<file path="src/rtl/seq_booth_divider.sv">
// Sequential signed divider: restoring division on operand magnitudes,
// one quotient bit per clock, followed by a sign-correction cycle.
//
// Ports:
//   clk, reset        - clock and synchronous active-high reset
//   start             - request a division (sampled only when idle)
//   dividend, divisor - signed WIDTH-bit operands, sampled on accept
//   quotient          - signed quotient, truncated toward zero
//   remainder         - signed remainder, sign follows the dividend
//   busy              - high while a division is in progress
//   done              - one-cycle pulse when results become valid
//   div_by_zero       - last accepted divisor was zero
//   overflow          - last operation was most-negative / -1
module seq_booth_divider #(
    parameter int WIDTH = 8
) (
    input  logic             clk,
    input  logic             reset,
    input  logic             start,
    input  logic [WIDTH-1:0] dividend,
    input  logic [WIDTH-1:0] divisor,
    output logic [WIDTH-1:0] quotient,
    output logic [WIDTH-1:0] remainder,
    output logic             busy,
    output logic             done,
    output logic             div_by_zero,
    output logic             overflow
);

    localparam int CW = $clog2(WIDTH);
    localparam logic [WIDTH-1:0] ONE      = WIDTH'(1);
    localparam logic [WIDTH-1:0] ALL_ONES = '1;
    localparam logic [WIDTH-1:0] MIN_NEG  = {1'b1, {(WIDTH-1){1'b0}}};
    localparam logic [CW-1:0]    LAST     = CW'(WIDTH - 1);

    typedef enum logic [1:0] {
        S_IDLE,
        S_CALC,
        S_FIX
    } state_t;

    function automatic logic [WIDTH-1:0] neg(input logic [WIDTH-1:0] v);
        return ~v + ONE;
    endfunction

    state_t           state_q, state_d;
    logic [CW-1:0]    cnt_q, cnt_d;
    // Magnitude remainder is always < |divisor|, so WIDTH bits hold it;
    // the extra bit only exists in the trial subtraction below.
    logic [WIDTH-1:0] pr_q, pr_d;
    // Holds |dividend| at accept; quotient bits shift in from the right.
    logic [WIDTH-1:0] qr_q, qr_d;
    logic [WIDTH-1:0] dvs_q, dvs_d;
    logic [WIDTH-1:0] dvd_q, dvd_d;
    logic             sa_q, sa_d;
    logic             sb_q, sb_d;
    logic             zero_q, zero_d;
    logic             ovfp_q, ovfp_d;
    logic [WIDTH-1:0] quotient_q, quotient_d;
    logic [WIDTH-1:0] remainder_q, remainder_d;
    logic             busy_q, busy_d;
    logic             done_q, done_d;
    logic             dbz_q, dbz_d;
    logic             ovf_q, ovf_d;

    logic [WIDTH:0]   shift;
    logic [WIDTH:0]   diff;
    logic [WIDTH-1:0] abs_dvd;
    logic [WIDTH-1:0] abs_dvs;

    always_comb begin
        state_d     = state_q;
        cnt_d       = cnt_q;
        pr_d        = pr_q;
        qr_d        = qr_q;
        dvs_d       = dvs_q;
        dvd_d       = dvd_q;
        sa_d        = sa_q;
        sb_d        = sb_q;
        zero_d      = zero_q;
        ovfp_d      = ovfp_q;
        quotient_d  = quotient_q;
        remainder_d = remainder_q;
        busy_d      = busy_q;
        done_d      = 1'b0;
        dbz_d       = dbz_q;
        ovf_d       = ovf_q;

        shift   = {pr_q, qr_q[WIDTH-1]};
        diff    = shift - {1'b0, dvs_q};
        abs_dvd = dividend[WIDTH-1] ? neg(dividend) : dividend;
        abs_dvs = divisor[WIDTH-1] ? neg(divisor) : divisor;

        unique case (state_q)
            S_IDLE: begin
                if (start) begin
                    sa_d    = dividend[WIDTH-1];
                    sb_d    = divisor[WIDTH-1];
                    qr_d    = abs_dvd;
                    dvs_d   = abs_dvs;
                    dvd_d   = dividend;
                    pr_d    = '0;
                    cnt_d   = '0;
                    zero_d  = (divisor == '0);
                    ovfp_d  = (dividend == MIN_NEG) &&
                              (divisor == ALL_ONES);
                    dbz_d   = 1'b0;
                    ovf_d   = 1'b0;
                    busy_d  = 1'b1;
                    state_d = S_CALC;
                end
            end
            S_CALC: begin
                // Top bit of diff set means the trial went negative.
                if (!diff[WIDTH]) begin
                    pr_d = diff[WIDTH-1:0];
                    qr_d = {qr_q[WIDTH-2:0], 1'b1};
                end else begin
                    pr_d = shift[WIDTH-1:0];
                    qr_d = {qr_q[WIDTH-2:0], 1'b0};
                end
                cnt_d = cnt_q + CW'(1);
                if (cnt_q == LAST) begin
                    state_d = S_FIX;
                end
            end
            S_FIX: begin
                quotient_d  = (sa_q ^ sb_q) ? neg(qr_q) : qr_q;
                remainder_d = sa_q ? neg(pr_q) : pr_q;
                if (zero_q) begin
                    quotient_d  = ALL_ONES;
                    remainder_d = dvd_q;
                end
                // MIN_NEG / -1 already wraps to MIN_NEG with zero
                // remainder; only the flag needs raising.
                dbz_d   = zero_q;
                ovf_d   = ovfp_q;
                done_d  = 1'b1;
                busy_d  = 1'b0;
                state_d = S_IDLE;
            end
            default: begin
                state_d = S_IDLE;
            end
        endcase
    end

    always_ff @(posedge clk) begin
        if (reset) begin
            state_q     <= S_IDLE;
            cnt_q       <= '0;
            pr_q        <= '0;
            qr_q        <= '0;
            dvs_q       <= '0;
            dvd_q       <= '0;
            sa_q        <= 1'b0;
            sb_q        <= 1'b0;
            zero_q      <= 1'b0;
            ovfp_q      <= 1'b0;
            quotient_q  <= '0;
            remainder_q <= '0;
            busy_q      <= 1'b0;
            done_q      <= 1'b0;
            dbz_q       <= 1'b0;
            ovf_q       <= 1'b0;
        end else begin
            state_q     <= state_d;
            cnt_q       <= cnt_d;
            pr_q        <= pr_d;
            qr_q        <= qr_d;
            dvs_q       <= dvs_d;
            dvd_q       <= dvd_d;
            sa_q        <= sa_d;
            sb_q        <= sb_d;
            zero_q      <= zero_d;
            ovfp_q      <= ovfp_d;
            quotient_q  <= quotient_d;
            remainder_q <= remainder_d;
            busy_q      <= busy_d;
            done_q      <= done_d;
            dbz_q       <= dbz_d;
            ovf_q       <= ovf_d;
        end
    end

    assign quotient    = quotient_q;
    assign remainder   = remainder_q;
    assign busy        = busy_q;
    assign done        = done_q;
    assign div_by_zero = dbz_q;
    assign overflow    = ovf_q;

endmodule

</file>
<file path="config.mk">
export PLATFORM = sky130hd
export DESIGN_NAME = seq_booth_divider
export DESIGN_NICKNAME = d
export VERILOG_FILES = /design/src/rtl/seq_booth_divider.sv
export SDC_FILE = /design/constraint.sdc
export NUM_CORES = 1
export LEC_CHECK = 0
export ABC_AREA = 1
export BUFFER_PORTS_ARGS = -buffer_cell sky130_fd_sc_hd__buf_2
export CAP_MARGIN = 25
export CELL_PAD_IN_SITES_DETAIL_PLACEMENT = 0
export CELL_PAD_IN_SITES_GLOBAL_PLACEMENT = 1
export CORE_ASPECT_RATIO = 0.75
export CORE_MARGIN = 4
export CORE_UTILIZATION = 38
export DETAILED_ROUTE_END_ITERATION = 12
export PLACE_DENSITY = 0.85
export SYNTH_ARGS = -nofsm -noshare
export SYNTH_HDL_FRONTEND = slang
export SYNTH_SLANG_ARGS = --single-unit
</file>
<file path="constraint.sdc">
create_clock -name clk -period 1.68 [get_ports clk]
set_input_delay 0.168 -clock clk [delete_from_list [all_inputs] [get_ports clk]]
set_output_delay 0.168 -clock clk [all_outputs]
set_load 0.005 [all_outputs]
</file>
Word-level counts from Yosys, hierarchy flattened
Cells that the tools add are included.
- divide/modulo/power cells: 0
- bitwise operators: 5
- muxes and demuxes: 23
- order comparisons: 0
- equality and inequality tests: 7
- multiply operators: 0
- shift-type cells: 0
- add/subtract/negate cells: 6
- reduce and logical (&&, ||, !) cells: 9
- operator list (cell ; number):
    $mux W8 ; 9
    $add A8 B1 Y8 const B ; 4
    $not A8 Y8 ; 4
    $pmux W8 S2 ; 2
    $eq A8 B8 Y1 const B ; 2
    $sub A9 B8 Y9 ; 1
    $logic_not A8 Y1 ; 1
    $reduce_and A2 Y1 ; 4
    $pmux W1 S2 ; 3
    $pmux W3 S2 ; 1
    $mux W1 ; 4
    $mux W2 ; 2
    $ne A2 B2 Y1 const B ; 2
    $pmux W2 S2 ; 1
    $reduce_bool A2 Y1 ; 2
    $add A3 B1 Y3 const B ; 1
    $eq A3 B3 Y1 const B ; 1
    $mux W3 ; 1
    $eq A2 B1 Y1 const B ; 1
    $eq A2 B2 Y1 const B ; 1
    $logic_not A2 Y1 ; 1
    $logic_and A1 B1 Y1 ; 1
    $xor A1 B1 Y1 ; 1
- memory bits (read-only): 0
- memory bits (writable): 0
- logic and storage cells: 66
- bits in latches: 0
- flip-flop bits (word level): 61
- memories kept: 0

Logic depth before layout (Yosys ltp)
- depth after elaboration: 5
- depth in mapped cells: 13
- mapped depth without buffers: 13

Worst setup path after synthesis
No wires, ideal clock.
- path kind: register to register
- start point: reg qr_q[7]
- end point: reg pr_q[7]
- stages on the path, launching flop included: 14
- setup time: 0.113 ns
- required time: 1.567 ns
- buffers on the path: 0
- arrival: 1.682 ns
- setup slack: -0.115 ns
- clock period less this slack: 1.795 ns
- path through: dfxtp_1 -> inv_1 -> ha_1 -> fa_1 -> inv_1 -> nand2_1 -> nand2_1 -> nand3_2 -> nand2_2 -> nand2_4 -> nand2_2 -> nand2_1 -> nand3_1 -> nand2_1
- word-level cells in the longest chain between the ends: 3
- RTL lines (item ; RTL line ; source):
    start: declaration ; 52 ; logic [WIDTH-1:0] qr_q, qr_d;
    start signal: assignment ; 170 ; qr_q <= qr_d;
    $sub A9 B8 Y9 ; 90 ; diff = shift - {1'b0, dvs_q};
    $mux W8 ; 115 ; if (!diff[WIDTH]) begin
    $pmux W8 S2 ; 94 ; unique case (state_q)
    end signal: assignment ; 169 ; pr_q <= pr_d;
    end: declaration ; 50 ; logic [WIDTH-1:0] pr_q, pr_d;
Every way passes these cells.
A chain may end at the register's enable or synchronous reset.

Final worst setup path
Same ends and word-level chain as after synthesis.

==> summary.md <==
| Metric | Value |
|---|---|
| Outcome | finished with violations |
| Failing checks | setup timing |
| Crit Path Max Fanout | 8 |
| Critical Path RT | 1.91 ns |
| Hpwl dp | 7400 um |
| DR DRC count | 0 |
| Area leader, netlist | dfxtp_1 |
| Critical path class | flip-flop to flip-flop |
| Fin crit share | 1.05 |
| Fin util | 0.501 |
| CTS max path bufs | 2 |
| Synthesized net count | 535 |
| Max Clock Skew | 0.00539 ns |
| DIE WIDTH | 119 um |
| Total gr overflow | 0 |
| EDFF count, synth | 0 |
| Placed cells | 658 |
| Synth cell count leaders | 125 x nand2_1, 65 x inv_1, 60 x dfxtp_1 |
| Most frequent cell after synthesis | nand2_1 |
| FF+latch count, synth | 60 |
| Post-DP Area | 0.00394 mm2 |
| DR iter-0 viols | 284 |
| Worst-Skew Late Latency | 0.34 ns |
| Root buffer cell | clkbuf_16 |
| # rows | 29 |
| Vias | 3414 |
| Routed len/inst | 14.2 um |
| GP Congestion | 0.857 |
| Leakage power | 2.10 nW |
| Cts hold-fix bufs | 0 |
| Post-Syn Area | 0.00348 mm2 |
| Overall Global Routing Usage | 0.183 |
| Cell area after layout | 0.00434 mm2 |
| Area contributors post-synth | dfxtp_1 34%, nand2_1 13%, inv_1 7.0%, nand3_1 6.6%, ha_1 5.4% |
| Yosys top cell area share | 0.345 |
| CTS sink count | 60 |
| Slowest cell on crit path | fa_2 |
| Comb pwr share | 0.356 |
| Worst Setup End Kind | flip-flop |
| TritonCTS Buffers | 9 |
| Min-Delay Path Class | input port to flip-flop |
| Yosys warnings | 0 |
| Xor/xnor share of the synthesized area | 0.0280 |
| Core area | 0.00867 mm2 |
| Internal power | 3.62 mW |
| Post-synthesis async set-or-reset flop share | 0 |
| IO Count | 39 |
| Total wire length | 9590 um |
| Initial Util | 0.402 |
| Pin count of the biggest net entering global routing | 28 |
| Post-Synth Simple-Gate Area | 0.312 |
| CP cell instances | inv_2 > ha_4 > fa_2 > inv_2 > nand2_2 > nand2_4 > nand3_4 > nand2_4 > nand2_4 > nand2_4 > nand2_1 > nand3_1 > nand2_1 |
| Footprint of the multi-input gates | 0.00198 mm2 |
| First-pass GRT wire length | 15800 um |
| Final number of setup-violating endpoints | 8 |
| Non-filler cells, final | 677 |
| Fill count | 867 |
| Startpoint types | flip-flop |
| Max Slew Vio Count | 0 |
| Layout cells sized above 1 | 0.218 |
| Clk slew on worst S/H paths | 0.06 ns |
| Top delay family on crit path | simple AND/OR/NAND/NOR gates |
| Sum of buffers and inverters on the critical path | 2 |
| Post-DRT Antenna Nets | 0 |
| Switch share | 0.366 |
| Mux contribution to synthesized area | 0 |
| H-tree depth | 3 |
| Post-Synth Adder-Cell Area | 0.0596 |
| Setup_tns | -0.397 ns |
| N_diodes | 0 |
| Clock network fraction of total power | 0.356 |
| Die Area | 0.0108 mm2 |
| CP most frequent cell | nand2_4 |
| Fmax | 0.569 GHz |
| Max cap viols | 0 |
| Distinct cells, synth | 43 |
| Compound-Gate Fraction of Synth Area | 0.150 |
| Sequential fraction of design power | 0.288 |
| Final hold vios | 0 |
| 1st-pass router iterations | 5 |
| Initial antenna violation count | 0 |
| Cells after Synth | 500 |
| Syn avg cell area | 6.96 um2 |
| RSZ-0062 raised after global routing | yes |
| Die Height | 90.9 um |
| Maximum vdd drop | 0.000818 V |
| DR vias/cell | 5.04 |
| Largest family of logic cells by synthesized area | simple AND/OR/NAND/NOR gates |
| Tightest Pin Transition | 0.313 ns |
| Register area share after synthesis | 0.345 |
| Final worst slack | -0.0779 ns |
| I/O Buffers | 38 |
| Hold_ws | 0.124 ns |
| Layout Nets | 599 |
| Area grow syn2layout | 24.6% |
| P per Cell Area | 1310 mW/mm2 |
| Arrival @ worst endpoint | 1.99 ns |
| Sw Pwr | 2.09 mW |
| Number of global-route vias before repair | 3155 |
| Register Area | 0.00120 mm2 |
| CTS tree | built |
| Relative slew slack | 0.789 |
| CP peak stage delay | 0.34 ns |
| Synth Flop Type | dfxtp_1 |
| Minimum clock period | 1.76 ns |
-- cell type report --
class,instances,area share
multi-input combinational,349,0.456
sequential,60,0.277
clock buffer,9,0.0519
tap,108,0.0311
inverter,76,0.0657
clock inverter,7,0.0228
timing repair buffer,68,0.0957
-- tightest hold or removal path, cell delays in order --
cell     delay, ns
buf_2         0.11
inv_1         0.07
a21oi_1       0.06
-- stage by stage --
stage | worst slack, ns | power, mW
CTS | -0.0618 | 5.61
detailed placement | -0.0847 | 3.54
floorplan | 0.0106 | 3.01
finish | -0.0779 | 5.70
global placement | -0.0293 | 3.52
global route | -0.167 | 6.06
-- flip-flops by register name, indices dropped and copies added (netlist names) --
name         count
div_by_zero      1
overflow         1
remainder        8
zero_q           1
ovfp_q           1
state_q          2
pr_q             8
cnt_q            3
quotient         8
qr_q             8
busy             1
dvd_q            8
dvs_q            8
done             1
sb_q             1
-- power groups by stage --
| stage | Clock (mW) | Combinational (mW) | Sequential [mW] |
|---|---|---|---|
| finish | 2.03 | 2.03 | 1.65 |
| floorplan | 0 | 1.37 | 1.64 |
| global placement | 0 | 1.85 | 1.67 |
| global route | 2.13 | 2.28 | 1.66 |
| CTS | 2.05 | 1.92 | 1.64 |
| detailed placement | 0 | 1.88 | 1.67 |
-- layout by cell type, fill, tap and decap left out, types with 13 or more instances in the layout --
cell,synthesis,final
buf_2,7,38
nand2_1,125,121
inv_2,11,13
buf_4,2,30
nand3_1,46,46
nor2_1,34,34
o21ai_0,24,24
a21oi_1,29,29
dfxtp_1,60,59
ha_1,15,14
inv_1,65,63
-- metal layers --
metal / up-vias / wire length [um] / global-route usage
met5: - / 0 / 0
met1: 1549 / 5020 / 0.274
li1: 1761 / - / -
met3: 9 / 674 / 0.0507
met4: 0 / 127 / 0.0550
met2: 95 / 3770 / 0.252
-- cell families (layout without fill, tap and decap cells) --
kind of cell,count (synthesis),after routing
and+or+nand+nor,237,237
buffers and inverters,91,160
AOI/OAI and AO/OA,87,87
DFF,60,60
adders and majority gates,16,16
xor gates and xnor gates,9,9
-- path summary, 6_finish.rpt --
path / start / to / slack, ns / cells past startpoint
worst max-delay path: qr_q[7] / pr_q[7] / -0.08 / 13
worst min-delay path: divisor[0] / dvs_q[0] / 0.12 / 3
worst max register to register: qr_q[7] / pr_q[7] / -0.08 / 13
worst min register to register: div_by_zero / div_by_zero / 0.46 / 2
-- timing repair --
item / in CTS / in global routing
resized for setup: 7 / 5
endpoints found under the setup margin: 9 / 9
buffers inserted: 1 / 2
pin swaps: 2 / 3
gates cloned: 0 / 0
endpoints found under the hold margin: 0 / 0
Power figures use the tool's default switching activity.
